--- src/rtl/pipe_stall_ctrl_if.sv ---
// rtl/pipe_stall_ctrl_if.sv - hazard/stall bundle between the core pipeline and pipe_stall_ctrl
//
// Purpose: groups the hazard inputs, pipeline stall/flush enables, MUL/DIV
// handshake and performance counters used by pipe_stall_ctrl.
//
// Signals (direction seen from the slave, i.e. pipe_stall_ctrl):
//   in : rs1_addr_D, rs2_addr_D, RdE, MemReadE, PCSrcE, MdValidE, md_done
//   out: StallF, StallD, StallE, FlushD, FlushE, FlushM,
//        md_start, md_abort, md_err, stall_cnt, md_cnt, flush_cnt
//
// CNT_W must match the CNT_W of the pipe_stall_ctrl instance.

interface pipe_stall_ctrl_if #(
  parameter int CNT_W = 16
);
  logic [4:0]       rs1_addr_D;
  logic [4:0]       rs2_addr_D;
  logic [4:0]       RdE;
  logic             MemReadE;
  logic             PCSrcE;
  logic             MdValidE;
  logic             md_done;
  logic             StallF;
  logic             StallD;
  logic             StallE;
  logic             FlushD;
  logic             FlushE;
  logic             FlushM;
  logic             md_start;
  logic             md_abort;
  logic             md_err;
  logic [CNT_W-1:0] stall_cnt;
  logic [CNT_W-1:0] md_cnt;
  logic [CNT_W-1:0] flush_cnt;

  modport master (
    output rs1_addr_D, rs2_addr_D, RdE, MemReadE, PCSrcE, MdValidE, md_done,
    input  StallF, StallD, StallE, FlushD, FlushE, FlushM,
    input  md_start, md_abort, md_err, stall_cnt, md_cnt, flush_cnt
  );

  modport slave (
    input  rs1_addr_D, rs2_addr_D, RdE, MemReadE, PCSrcE, MdValidE, md_done,
    output StallF, StallD, StallE, FlushD, FlushE, FlushM,
    output md_start, md_abort, md_err, stall_cnt, md_cnt, flush_cnt
  );
endinterface

--- src/rtl/pipe_stall_ctrl.sv ---
// rtl/pipe_stall_ctrl.sv - stall/flush sequencer for load-use, branch and MUL/DIV hazards
//
// Purpose: drives the stall and flush enables of the IF/ID, ID/EX and EX/MEM
// pipeline registers for hazards that forwarding cannot resolve, and runs
// the issue/wait/timeout handshake with the shared MUL/DIV unit.
//
// Ports:
//   clk  - core clock, rising edge
//   rst  - asynchronous active-low reset
//   bus  - pipe_stall_ctrl_if.slave: hazard inputs, stall/flush outputs,
//          MUL/DIV handshake, performance counters
//
// Parameters:
//   MD_TIMEOUT - max cycles spent in MD_WAIT before the op is aborted (>= 2)
//   CNT_W      - performance counter width
//
// Optional feature macro: PERF_CNT_EN builds saturating counters for
// load-use stall cycles, MD_WAIT cycles and branch flushes. Without it the
// counter outputs are tied to zero.

module pipe_stall_ctrl #(
  parameter int MD_TIMEOUT = 64,
  parameter int CNT_W      = 16
) (
  input logic             clk,
  input logic             rst,
  pipe_stall_ctrl_if.slave bus
);

  localparam int TO_W = (MD_TIMEOUT > 2) ? $clog2(MD_TIMEOUT) : 1;
  localparam logic [TO_W-1:0] TO_LAST = TO_W'(MD_TIMEOUT - 1);

  typedef enum logic [0:0] {
    RUN     = 1'b0,
    MD_WAIT = 1'b1
  } state_t;

  state_t          state_q, state_d;
  logic [TO_W-1:0] tcnt_q, tcnt_d;
  logic            err_q, err_d;

  logic lu;
  logic stall_f, stall_d, stall_e;
  logic flush_d, flush_e, flush_m;
  logic md_start, md_abort;

  // x0 is hardwired to zero, so a load targeting it never creates a dependency.
  assign lu = bus.MemReadE && (bus.RdE != 5'd0) &&
              ((bus.RdE == bus.rs1_addr_D) || (bus.RdE == bus.rs2_addr_D));

  always_comb begin
    state_d  = state_q;
    tcnt_d   = tcnt_q;
    err_d    = err_q;
    stall_f  = 1'b0;
    stall_d  = 1'b0;
    stall_e  = 1'b0;
    flush_d  = 1'b0;
    flush_e  = 1'b0;
    flush_m  = 1'b0;
    md_start = 1'b0;
    md_abort = 1'b0;

    case (state_q)
      RUN: begin
        if (bus.MdValidE) begin
          md_start = 1'b1;
          state_d  = MD_WAIT;
          tcnt_d   = '0;
        end else if (bus.PCSrcE) begin
          flush_d = 1'b1;
          flush_e = 1'b1;
        end else if (lu) begin
          // One bubble: hold F/D and squash E. The next cycle sees the load
          // in M, so lu drops by itself.
          stall_f = 1'b1;
          stall_d = 1'b1;
          flush_e = 1'b1;
        end
      end

      MD_WAIT: begin
        stall_f = 1'b1;
        stall_d = 1'b1;
        stall_e = 1'b1;
        flush_m = 1'b1;
        if (bus.md_done) begin
          // Result is valid this cycle: let it advance into M and release
          // the front end together with it.
          stall_f = 1'b0;
          stall_d = 1'b0;
          stall_e = 1'b0;
          flush_m = 1'b0;
          state_d = RUN;
        end else if (tcnt_q == TO_LAST) begin
          // Abort: the MD op leaves E but M stays a bubble, since the
          // result is undefined. md_err tells software.
          stall_e  = 1'b0;
          md_abort = 1'b1;
          err_d    = 1'b1;
          state_d  = RUN;
        end else begin
          tcnt_d = tcnt_q + TO_W'(1);
        end
      end

      default: state_d = RUN;
    endcase
  end

  always_ff @(posedge clk or negedge rst) begin
    if (!rst) begin
      state_q <= RUN;
      tcnt_q  <= '0;
      err_q   <= 1'b0;
    end else begin
      state_q <= state_d;
      tcnt_q  <= tcnt_d;
      err_q   <= err_d;
    end
  end

  assign bus.StallF   = stall_f;
  assign bus.StallD   = stall_d;
  assign bus.StallE   = stall_e;
  assign bus.FlushD   = flush_d;
  assign bus.FlushE   = flush_e;
  assign bus.FlushM   = flush_m;
  assign bus.md_start = md_start;
  assign bus.md_abort = md_abort;
  assign bus.md_err   = err_q;

`ifdef PERF_CNT_EN
  logic [CNT_W-1:0] stall_cnt_q, stall_cnt_d;
  logic [CNT_W-1:0] md_cnt_q, md_cnt_d;
  logic [CNT_W-1:0] flush_cnt_q, flush_cnt_d;
  logic             lu_stall;
  logic             br_flush;
  logic             in_wait;

  // Counters stop at all-ones rather than wrapping.
  function automatic logic [CNT_W-1:0] sat_inc(input logic [CNT_W-1:0] v,
                                                input logic en);
    if (en && (v != {CNT_W{1'b1}}))
      return v + CNT_W'(1);
    return v;
  endfunction

  // Load-use stall and branch flush only count when they actually win
  // the RUN priority decode.
  assign lu_stall = (state_q == RUN) && !bus.MdValidE && !bus.PCSrcE && lu;
  assign br_flush = (state_q == RUN) && !bus.MdValidE && bus.PCSrcE;
  assign in_wait  = (state_q == MD_WAIT);

  assign stall_cnt_d = sat_inc(stall_cnt_q, lu_stall);
  assign md_cnt_d    = sat_inc(md_cnt_q, in_wait);
  assign flush_cnt_d = sat_inc(flush_cnt_q, br_flush);

  always_ff @(posedge clk or negedge rst) begin
    if (!rst) begin
      stall_cnt_q <= '0;
      md_cnt_q    <= '0;
      flush_cnt_q <= '0;
    end else begin
      stall_cnt_q <= stall_cnt_d;
      md_cnt_q    <= md_cnt_d;
      flush_cnt_q <= flush_cnt_d;
    end
  end

  assign bus.stall_cnt = stall_cnt_q;
  assign bus.md_cnt    = md_cnt_q;
  assign bus.flush_cnt = flush_cnt_q;
`else
  assign bus.stall_cnt = {CNT_W{1'b0}};
  assign bus.md_cnt    = {CNT_W{1'b0}};
  assign bus.flush_cnt = {CNT_W{1'b0}};
`endif

endmodule

--- src/flat_wrapper.sv ---
// flat-port wrapper written by rule: the top's interface ports become plain ports
module pipe_stall_ctrl_flat 
#(
  parameter int MD_TIMEOUT = 64,
  parameter int CNT_W      = 16
)
  (clk, rst, bus_rs1_addr_D, bus_rs2_addr_D, bus_RdE, bus_MemReadE, bus_PCSrcE, bus_MdValidE, bus_md_done, bus_StallF, bus_StallD, bus_StallE, bus_FlushD, bus_FlushE, bus_FlushM, bus_md_start, bus_md_abort, bus_md_err, bus_stall_cnt, bus_md_cnt, bus_flush_cnt);
  pipe_stall_ctrl_if #(.CNT_W(CNT_W)) bus_i ();
  input logic clk;
  input logic rst;
  input wire logic [$bits(bus_i.rs1_addr_D)-1:0] bus_rs1_addr_D;
  input wire logic [$bits(bus_i.rs2_addr_D)-1:0] bus_rs2_addr_D;
  input wire logic [$bits(bus_i.RdE)-1:0] bus_RdE;
  input wire logic [$bits(bus_i.MemReadE)-1:0] bus_MemReadE;
  input wire logic [$bits(bus_i.PCSrcE)-1:0] bus_PCSrcE;
  input wire logic [$bits(bus_i.MdValidE)-1:0] bus_MdValidE;
  input wire logic [$bits(bus_i.md_done)-1:0] bus_md_done;
  output wire logic [$bits(bus_i.StallF)-1:0] bus_StallF;
  output wire logic [$bits(bus_i.StallD)-1:0] bus_StallD;
  output wire logic [$bits(bus_i.StallE)-1:0] bus_StallE;
  output wire logic [$bits(bus_i.FlushD)-1:0] bus_FlushD;
  output wire logic [$bits(bus_i.FlushE)-1:0] bus_FlushE;
  output wire logic [$bits(bus_i.FlushM)-1:0] bus_FlushM;
  output wire logic [$bits(bus_i.md_start)-1:0] bus_md_start;
  output wire logic [$bits(bus_i.md_abort)-1:0] bus_md_abort;
  output wire logic [$bits(bus_i.md_err)-1:0] bus_md_err;
  output wire logic [$bits(bus_i.stall_cnt)-1:0] bus_stall_cnt;
  output wire logic [$bits(bus_i.md_cnt)-1:0] bus_md_cnt;
  output wire logic [$bits(bus_i.flush_cnt)-1:0] bus_flush_cnt;
  assign bus_i.rs1_addr_D = bus_rs1_addr_D;
  assign bus_i.rs2_addr_D = bus_rs2_addr_D;
  assign bus_i.RdE = bus_RdE;
  assign bus_i.MemReadE = bus_MemReadE;
  assign bus_i.PCSrcE = bus_PCSrcE;
  assign bus_i.MdValidE = bus_MdValidE;
  assign bus_i.md_done = bus_md_done;
  assign bus_StallF = bus_i.StallF;
  assign bus_StallD = bus_i.StallD;
  assign bus_StallE = bus_i.StallE;
  assign bus_FlushD = bus_i.FlushD;
  assign bus_FlushE = bus_i.FlushE;
  assign bus_FlushM = bus_i.FlushM;
  assign bus_md_start = bus_i.md_start;
  assign bus_md_abort = bus_i.md_abort;
  assign bus_md_err = bus_i.md_err;
  assign bus_stall_cnt = bus_i.stall_cnt;
  assign bus_md_cnt = bus_i.md_cnt;
  assign bus_flush_cnt = bus_i.flush_cnt;
  pipe_stall_ctrl #(.MD_TIMEOUT(MD_TIMEOUT), .CNT_W(CNT_W)) u_core (.clk(clk), .rst(rst), .bus(bus_i));
endmodule
--- config.mk ---
export PLATFORM = sky130hd
export DESIGN_NAME = pipe_stall_ctrl_flat
export DESIGN_NICKNAME = d
export VERILOG_FILES = /design/src/rtl/pipe_stall_ctrl_if.sv /design/src/rtl/pipe_stall_ctrl.sv /design/src/flat_wrapper.sv
export SDC_FILE = /design/constraint.sdc
export NUM_CORES = 1
export LEC_CHECK = 0
export BUFFER_PORTS_ARGS = -buffer_cell sky130_fd_sc_hd__buf_2
export CORE_MARGIN = 4
export CORE_UTILIZATION = 35
export CTS_CLUSTER_DIAMETER = 200
export DETAILED_ROUTE_END_ITERATION = 8
export PLACE_DENSITY = 0.74
export SLEW_MARGIN = 20
export SYNTH_ARGS = -nofsm -noshare
export SYNTH_HDL_FRONTEND = slang
export SYNTH_SLANG_ARGS = --single-unit
export TNS_END_PERCENT = 50
--- constraint.sdc ---
create_clock -name clk -period 1.44 [get_ports clk]
set_input_delay 0.072 -clock clk [delete_from_list [all_inputs] [get_ports clk]]
set_output_delay 0.072 -clock clk [all_outputs]
set_load 0.005 [all_outputs]
==> run_results.csv <==
group,metric,value,unit
hold_path,hold_start,"bus_MdValidE",
floorplan,start_util,37.15,%
placed_design,place_hpwl,1451,um
worst_setup_path,r2r_slack,-60,ps
sta,fin_skew,2.900,ps
finish,final_common_cell,"conb_1",
finish,diodes,0,
clock_tree,cts_tree,"yes",
finish,nFillCells,260,
synthesis,synthSimpleGateAreaFrac,14.69,%
power,peakVddDrop,286.5,uV
synthesis,synth-seq-area-share,21.36,%
sta,maxSlewViolCount,0,
floorplan,die_width,59.75,um
global_routing,grt_use_total,9.574,%
placed_design,dp_slack,72.65,ps
floorplan,core-area,2522,um^2
clock_tree,worst_setup_hold_path_clk_slew,60,ps
floorplan,die_h,59.75,um
sta,grt_setup_unrepaired,"true",
status,outcome,"finished, violations left",
hold_path,hold_class,"input port to flip-flop",
detailed_routing,post_drt_wl_per_cell,9.486,um
hold_path,hold_depth,3,
floorplan,design.die.area,3569,um^2
synthesis,synthAdderAreaFrac,1.335,%
detailed_routing,drcViolationCount,0,
synthesis,synth_xor_area_share,12.15,%
placed_design,place_congestion,0.8858,
finish,layout-drive-gt1-share,32.21,%
sta,period_share,105.8,%
synthesis,ys.warnings.count,0,
hold_path,whs_endpoint,"u_core.state_q",
flow_run,maxCapViolCount,0,
worst_setup_path,worstSetupStartpointType,"flip-flop",
power,power.leakage,0.5918,nW
finish,synthToLayoutAreaGrowth,9.880,%
synthesis,synth_top_family_by_area,"buffers and inverters",
worst_setup_path,worstPathMaxFanout,2,
synthesis,syn_area_per_cell,8.367,um^2
synthesis,synthMuxAreaShare,0,%
global_routing,grt_max_degree,9,
worst_setup_path,crit_type,"flip-flop to primary output",
synthesis,synth_area_leaders,"buf_4, dfrtp_1, xor2_1",
sta,hold_viol_final,0,
worst_setup_path,r2r_cells,6,
synthesis,synthCells,112,
detailed_routing,vias,685,
synthesis,synth_compound_area_share,8.812,%
worst_setup_path,cp-end-kind,"primary output",
clock_tree,htreeDepth,1,
floorplan,rows,18,
detailed_routing,ant_nets,0,
global_routing,grt_overflow,0,
placed_design,numPortBuffers,29,
synthesis,ys_types,27,
sta,setup_tns,-144.9,ps
detailed_routing,firstDrtPassIters,2,
detailed_routing,drt_wl_total,1698,um
worst_setup_path,reg2reg_to,"u_core.tcnt_q[4]",
floorplan,pin_count,78,
clock_tree,root_buffer,"clkbuf_4",
detailed_routing,routed_via_density,3.827,
synthesis,syn_area,937.1,um^2
clock_tree,clk_latency,250,ps
detailed_routing,drt-initial-drc-count,12,
global_routing,grt_pass1_vias,591,
worst_setup_path,r2r-start,"u_core.tcnt_q[1]",
synthesis,synth_top_cell_area_share,39.25,%
finish,fin_nets,173,
worst_setup_path,worstPathArrival,1450,ps
power,power,691.7,uW
global_routing,grt_pass1_wl,2504,um
synthesis,synth_seq_cells,8,
status,failed_checks,"setup timing",
clock_tree,numCtsBuffers,3,
finish,final_cell_mix,"conb_1, buf_2, xor2_1",
global_routing,antenna_found_initial,0,
sta,layout_min_cycle_time,1523,ps
sta,finalSetupViolCount,3,
power,p_per_area,671.7,nW/um^2
worst_setup_path,required,1370,ps
synthesis,yosys.area.top_type,"buf_4",
clock_tree,cts.path.max_buffers,2,
clock_tree,clock_sinks,8,
sta,setup_ws,-82.99,ps
sta,fmax,656.6,MHz
==> worst max path at each step <==
stage / startpoint / slack (ps) / cells after the start / end
after detailed placement: u_core.tcnt_q[1] / 70 / 5 / u_core.tcnt_q[4]
after global routing: u_core.tcnt_q[1] / -180 / 5 / bus_md_abort
final: u_core.tcnt_q[1] / -80 / 5 / bus_md_abort
after global placement: u_core.tcnt_q[1] / 100 / 5 / u_core.tcnt_q[4]
after floorplan: u_core.tcnt_q[0] / 70 / 5 / u_core.tcnt_q[4]
after CTS: u_core.tcnt_q[1] / -90 / 5 / bus_md_abort
==> cells by family (layout without fill, tap and decap cells) <==
group / after synthesis / after routing
compound gates: 11 / 11
xor+xnor: 13 / 13
fa+ha+maj: 1 / 1
buf+inv: 54 / 44
flops: 8 / 8
other cells: 1 / 48
simple gates: 24 / 24
==> synthesized netlist by cell type <==
master	count
o21ai_0	3
conb_1	1
or4_1	1
nand3_1	2
nor2b_1	1
nand2_1	3
nor2_1	8
or2_2	1
o21bai_1	1
o2111ai_1	1
dfrtp_1	8
inv_1	5
buf_4	49
a22oi_1	1
and3_1	1
and4_1	1
nor3_1	2
o211ai_1	3
nand3_2	1
xnor2_1	1
xor2_1	12
and2_1	1
or3_4	1
a211oi_2	1
nor2b_4	1
o32ai_1	1
ha_1	1
==> state kept, by name (all words and copies together), names as in the netlist <==
signal and count:
u_core.bus.md_err 1, u_core.tcnt_q 6, u_core.state_q 1
==> timing repair <==
action	in CTS	in global routing
pin swaps	0	5
resized for setup	5	2
setup buffers	3	1
endpoints found under the setup margin	4	8
hold buffers	1	0
endpoints found under the hold margin	8	0
==> per-layer routing <==
layer	track usage (%)	part of all wire, %	wire [um]
met5	0	0	0
met4	5.696	1.8	30
met3	2.808	12	206
met2	16.20	53	905
met1	10.44	33	556
==> power by group <==
| part | switching [mW] | leakage, nW | internal (mW) | total [mW] |
|---|---|---|---|---|
| Combinational | 0.134 | 0.473 | 0.117 | 0.251 |
| Clock | 0.0756 | 0.0138 | 0.0953 | 0.171 |
| Sequential | 0.0181 | 0.105 | 0.252 | 0.270 |
| Total | 0.228 | 0.592 | 0.464 | 0.692 |
==> metrics by stage <==
step / util, % / instance area (um^2) / cells / hold slack [ps]
floorplan: - / 1114 / 159 / -223.6
global placement: 37.70 / 950.9 / 172 / -72.91
detailed placement: 37.70 / 950.9 / 172 / -71.59
CTS: 40.58 / 1023 / 179 / 107.0
global route: 40.82 / 1030 / 179 / 147.7
finish: 40.82 / 1030 / 179 / 121.4
==> area by class of cell <==
type	instances	area, um^2	share of cell area [%]
clock buffer	3	22.52	2.187
tap	30	37.54	3.645
sequential	8	200.2	19.44
timing repair buffer	36	200.2	19.44
multi-input combinational	97	550.5	53.46
inverter	5	18.77	1.823
==> worst max-delay path: stages (launching register included) <==
cell,delay [ps]
dfrtp_1,360
ha_2,190
nand3_2,80
or3_4,360
nor2_4,100
buf_2,120
Power figures use the tool's default switching activity.
